<file path="src/rtl/sample_source_arbiter.sv">
// sample_source_arbiter: shares the sample FIFO write port between the MCU sample path (src0) and the test tone (src1)
//   clk_12mhz, rst_n           : clock, asynchronous active-low reset
//   enable, mode, clr_stats    : block enable, grant policy (00 src0, 01 src1, 10 round-robin, 11 src0 priority), drop-counter clear
//   srcN_valid, srcN_data      : one-cycle sample strobes with data
//   fifo_full                  : FIFO backpressure
//   fifo_write_en/data         : combinational FIFO write port
//   grant_src, active_mode     : source of the current write, latched mode
//   drop0_cnt, drop1_cnt       : saturating per-source drop counters
module sample_source_arbiter #(
  parameter int DATA_W = 16,
  parameter int CNT_W  = 16
) (
  input  logic              clk_12mhz,
  input  logic              rst_n,
  input  logic              enable,
  input  logic [1:0]        mode,
  input  logic              clr_stats,
  input  logic              src0_valid,
  input  logic [DATA_W-1:0] src0_data,
  input  logic              src1_valid,
  input  logic [DATA_W-1:0] src1_data,
  input  logic              fifo_full,
  output logic              fifo_write_en,
  output logic [DATA_W-1:0] fifo_write_data,
  output logic              grant_src,
  output logic [1:0]        active_mode,
  output logic [CNT_W-1:0]  drop0_cnt,
  output logic [CNT_W-1:0]  drop1_cnt
);
  typedef enum logic [1:0] {IDLE, RUN, SWITCH} state_t;
  state_t state, state_nx;
  logic [DATA_W-1:0] d0, d1;
  logic pend0, pend1, last_grant;
  logic en0, en1, nen0, nen1, run, g0, g1, gsel, gnt0, gnt1;
  logic load0, load1, drop0, drop1;
  always_comb begin
    state_nx = (state == IDLE) ? (enable ? RUN : IDLE) :
               (state == RUN)  ? (!enable ? IDLE : (mode != active_mode) ? SWITCH : RUN) :
               (enable ? RUN : IDLE);
  end
  always_ff @(posedge clk_12mhz or negedge rst_n)
    if (!rst_n) state <= IDLE;
    else        state <= state_nx;
  assign en0  = active_mode != 2'b01;
  assign en1  = active_mode != 2'b00;
  assign nen0 = mode != 2'b01;
  assign nen1 = mode != 2'b00;
  assign run  = state == RUN;
  assign g0   = run && !fifo_full && pend0 && en0;
  assign g1   = run && !fifo_full && pend1 && en1;
  // contention only arises in modes 10/11; round-robin hands the grant to the source that did not write last
  assign gsel = (g0 && g1) ? (active_mode == 2'b10 && !last_grant) : g1;
  assign fifo_write_en   = g0 || g1;
  assign gnt0            = fifo_write_en && !gsel;
  assign gnt1            = fifo_write_en && gsel;
  assign grant_src       = gnt1;
  assign fifo_write_data = gnt1 ? d1 : d0;
  // a strobe is taken when the slot is free or is being emptied this cycle; otherwise it is dropped
  assign load0 = run && en0 && src0_valid && (!pend0 || gnt0);
  assign load1 = run && en1 && src1_valid && (!pend1 || gnt1);
  assign drop0 = run && en0 && src0_valid && pend0 && !gnt0;
  assign drop1 = run && en1 && src1_valid && pend1 && !gnt1;
  always_ff @(posedge clk_12mhz or negedge rst_n)
    if (!rst_n) begin
      d0          <= '0;
      d1          <= '0;
      pend0       <= 1'b0;
      pend1       <= 1'b0;
      last_grant  <= 1'b1;
      active_mode <= 2'b00;
      drop0_cnt   <= '0;
      drop1_cnt   <= '0;
    end else begin
      if (load0) d0 <= src0_data;
      if (load1) d1 <= src1_data;
      pend0 <= (state == IDLE) ? 1'b0 : (state == SWITCH) ? (pend0 && nen0) : (load0 || (pend0 && !gnt0));
      pend1 <= (state == IDLE) ? 1'b0 : (state == SWITCH) ? (pend1 && nen1) : (load1 || (pend1 && !gnt1));
      if (fifo_write_en) last_grant <= gsel;
      if ((state == IDLE && enable) || state == SWITCH) active_mode <= mode;
      drop0_cnt <= clr_stats ? '0 : (drop0 && drop0_cnt != '1) ? drop0_cnt + 1'b1 : drop0_cnt;
      drop1_cnt <= clr_stats ? '0 : (drop1 && drop1_cnt != '1) ? drop1_cnt + 1'b1 : drop1_cnt;
    end
endmodule

</file>
<file path="config.mk">
export PLATFORM = sky130hd
export DESIGN_NAME = sample_source_arbiter
export DESIGN_NICKNAME = d
export VERILOG_FILES = /design/src/rtl/sample_source_arbiter.sv
export SDC_FILE = /design/constraint.sdc
export NUM_CORES = 1
export LEC_CHECK = 0
export CAP_MARGIN = 0
export CORE_AREA = 2 2 89 91
export CTS_BUF_LIST = sky130_fd_sc_hd__clkbuf_16
export DETAILED_ROUTE_END_ITERATION = 16
export DIE_AREA = 0 0 91 93
export GPL_TIMING_DRIVEN = 1
export PLACE_DENSITY = 0.79
export SLEW_MARGIN = 20
export SYNTH_ARGS = -nofsm -noshare
export SYNTH_HDL_FRONTEND = slang
export SYNTH_SLANG_ARGS = --single-unit
</file>
<file path="constraint.sdc">
create_clock -name clk_12mhz -period 2.9 [get_ports clk_12mhz]
set_clock_uncertainty 0.05 [all_clocks]
set_input_delay 0.29 -clock clk_12mhz [delete_from_list [all_inputs] [get_ports clk_12mhz]]
set_output_delay 0.29 -clock clk_12mhz [all_outputs]
set_load 0.01 [all_outputs]
</file>
==> impl_metrics.yaml <==
global_route:
  grt_pass1_wl_um: 14500
  grt_overflow: 0
  grt_max_degree: 72
  grt_pass1_vias: 3016
  grt_usage_pct: 21.4
  antenna_found_initial: 0
cells_and_area:
  syn2layout_area_growth_pct: 38.4
  final_layout_size_suffix_gt1_share_pct: 16.6
  fill_cells: 603
  fin_nets: 489
  antennaDiodeCount: 0
  final_common_cell: "clkdlybuf4s50_1"
  layout_common_cells: "clkdlybuf4s50_1, dfrtp_1, nand2_1, mux2_2, nor2_1"
setup_path:
  cp_max_fo: 17
  critPathLaunchType: "register"
  endpoint_kind: "primary output"
  cp.required_ns: 2.56
  path_cells: "nor3b_1 > nand3_2 > clkinvlp_4 > nand2_1 > nand2_1 > clkdlybuf4s50_1"
  worstPathArrival_ns: 2.33
  cp_common_cell: "nand2_1"
  r2r-start: "active_mode[0]$_DFFE_PN0P_"
  r2r-end: "drop0_cnt[13]$_DFFE_PN0P_"
  r2r_setup_slack_ns: 0.66
  cp_slowest_cell: "clkdlybuf4s50_1"
  r2r_cells: 5
  critPathKind: "register to primary output"
  cpPeakStageDelay_ns: 0.54
timing:
  rsz0062_at_grt: "no"
  final_hold_viol_count: 0
  final_max_slew_viol_count: 0
  setup_violations: 0
  min_period_ns: 2.67
  fmax_mhz: 375
  slew-limit-headroom_pct: 40.7
  tns_ns: 0
  worstMarginPinSlew_ns: 0.889
  period_share_pct: 92.1
clocking:
  cts.clk_slew.worst_paths_ns: 0.06
  htree_levels: 3
  cts_root_buf: "clkbuf_16"
  cts_tree: "yes"
  cts_buffers: 9
  clkSinkCount: 71
  clk_path_buf_depth: 2
  worstSkewPairLatency_ns: 0.33
drt:
  dr.max_layer_used: "met4"
  wirelength_um: 8730
  drt-met1-wl_um: 3950
  drtAntennaViolNets: 0
  drt_iter0_markers: 79
  route.met2.wl_um: 4170
  avgViaCountPerCell: 5.41
  routedWlPerCell_um: 15.8
  wl_met3_um: 438
  firstDrtPassIters: 4
  drc: 0
  vias: 2989
synth:
  synthMuxAreaShare_pct: 11.4
  netlist.top_cell.by_area: "dfrtp_1"
  synth_xor_area_share_pct: 5.81
  ys_ff_latch: 71
  yosys_warnings: 0
  yosysUniqueCellTypes: 57
  ys_seq_area_share_pct: 49.2
  synth_top_family_by_area: "simple AND/OR/NAND/NOR gates"
  synth_compound_area_share_pct: 8.13
  synth_area_per_cell_um2: 10.3
  synth_top_area_share_pct: 48.4
  synthAdderAreaFrac_pct: 0.692
  syn_inst: 350
  syn_area_um2: 3620
  synth_simple_gate_area_share_pct: 22.0
  syn_nets: 393
  synth_area_leaders: "dfrtp_1, mux2_2, nand2_1"
place:
  hpwlAfterDp_um: 6060
  port_buffers: 92
  globalplace.congestion: 0.817
outcome:
  run_status: "completed"
power:
  seqPwrFrac_pct: 38.3
  p_leak_nw: 2.07
  ir_worst_vdd_mv: 0.495
  intPower_mw: 2.74
  power_density_nw_per_um2: 739
  power.total_mw: 3.70
  p_switching_uw: 964
  swShare_pct: 26.0
  p_comb_share_pct: 25.1
  pwr-share-clk_pct: 36.7
die:
  die_width_um: 91
  rows: 32
  die_h_um: 93
  die-area_um2: 8460
  initial_core_util_pct: 48.1
  core-area_um2: 7530
  ios: 93
flow_run:
  cap_violations: 0
worst_hold_path:
  hold_class: "primary input to async pin"
[cells by family after synthesis]
group	Yosys count
simple gates	157
mux	37
compound gates	40
fa+ha+maj	2
xor+xnor	24
buf+inv	19
flops	71
[Yosys cell counts, drive strengths merged]
cell type,instances
nand4,10
dfrtp,70
xnor2,14
ha,2
o221a,1
clkinv,1
and4,5
o2111ai,3
nor3b,1
clkbuf,6
nand2,61
o31ai,2
and3,5
dfstp,1
or2b,1
a21o,2
or3b,1
o21ai,7
o211ai,7
or3,3
a21boi,1
nand3,11
nor2b,3
o211a,1
and2,5
and4bb,1
inv,4
a21oi,7
mux2,35
nand4b,1
mux2i,2
a211oi,5
o21bai,1
xor2,10
nor4b,2
or4,1
nor4,6
nor3,6
nor2,32
a311o,1
o21a,1
buf,8
a31oi,1
and3b,2
[metrics by stage]
stage	instances	setup slack, ns	area, um2	util, %	hold slack [ns]
after floorplan	350	0.813	3620	-	-0.0556
final	553	0.230	5010	66.5	0.0929
after global placement	537	0.472	4630	61.6	0.436
after CTS	553	0.170	5000	66.5	0.152
after global routing	553	0.0768	5010	66.5	0.202
after detailed placement	537	0.354	4630	61.6	0.443
[layer usage]
metal  vias to the layer above  global-route usage (%)
li1                       1434                       -
met1                      1461                    27.9
met2                        81                    34.4
met3                        13                    4.51
met4                         0                    10.1
met5                         -                       0
[worst max-delay path, delay by kind of cell, from the launching register on]
kind	cells	cell delay, ns
buf+inv	2	0.80
flops	1	0.51
simple gates	4	0.68
[power by group through the flow]
stage | clock network [mW] | registers (mW) | logic [mW]
floorplan | 0 | 1.37 | 0.549
global placement | 0 | 1.42 | 0.902
detailed placement | 0 | 1.43 | 0.935
CTS | 1.38 | 1.42 | 0.938
global route | 1.42 | 1.45 | 1.01
finish | 1.36 | 1.42 | 0.927
[state kept, by name (all words and copies together), names as in the netlist]
signal and cells:
d0 16, active_mode 2, pend1 1, pend0 1, drop0_cnt 16, state 2
last_grant 1, drop1_cnt 16, d1 16
[worst max-delay path by stage]
| stage | cells after the start | start | endpoint | slack [ns] |
|---|---|---|---|---|
| after floorplan | 7 | active_mode[0]$_DFFE_PN0P_ | drop0_cnt[13]$_DFFE_PN0P_ | 0.81 |
| after global placement | 7 | fifo_full | fifo_write_data[0] | 0.47 |
| after detailed placement | 7 | fifo_full | fifo_write_data[11] | 0.35 |
| after CTS | 6 | active_mode[0]$_DFFE_PN0P_ | fifo_write_data[11] | 0.17 |
| after global routing | 6 | state[0]$_DFF_PN0_ | fifo_write_data[3] | 0.08 |
| final | 6 | state[0]$_DFF_PN0_ | fifo_write_data[11] | 0.23 |
[timing repair]
| action | in CTS | in global routing |
|---|---|---|
| hold buffers | 0 | 0 |
| resized for setup | 0 | 1 |
| buffers inserted | 0 | 0 |
| endpoints found under the setup margin | 0 | 2 |
[cell type report]
class / count / area [um2] / share of cell area [%]
flip-flops and latches: 71 / 1780 / 35.5
multi-input cells: 260 / 1740 / 34.8
repair buffers: 99 / 968 / 19.3
clock buffers: 9 / 225 / 4.50
clock inverters: 7 / 145 / 2.90
well taps: 102 / 128 / 2.55
inverters: 5 / 22.5 / 0.450
Note: power is estimated with default switching activity, not from simulation.
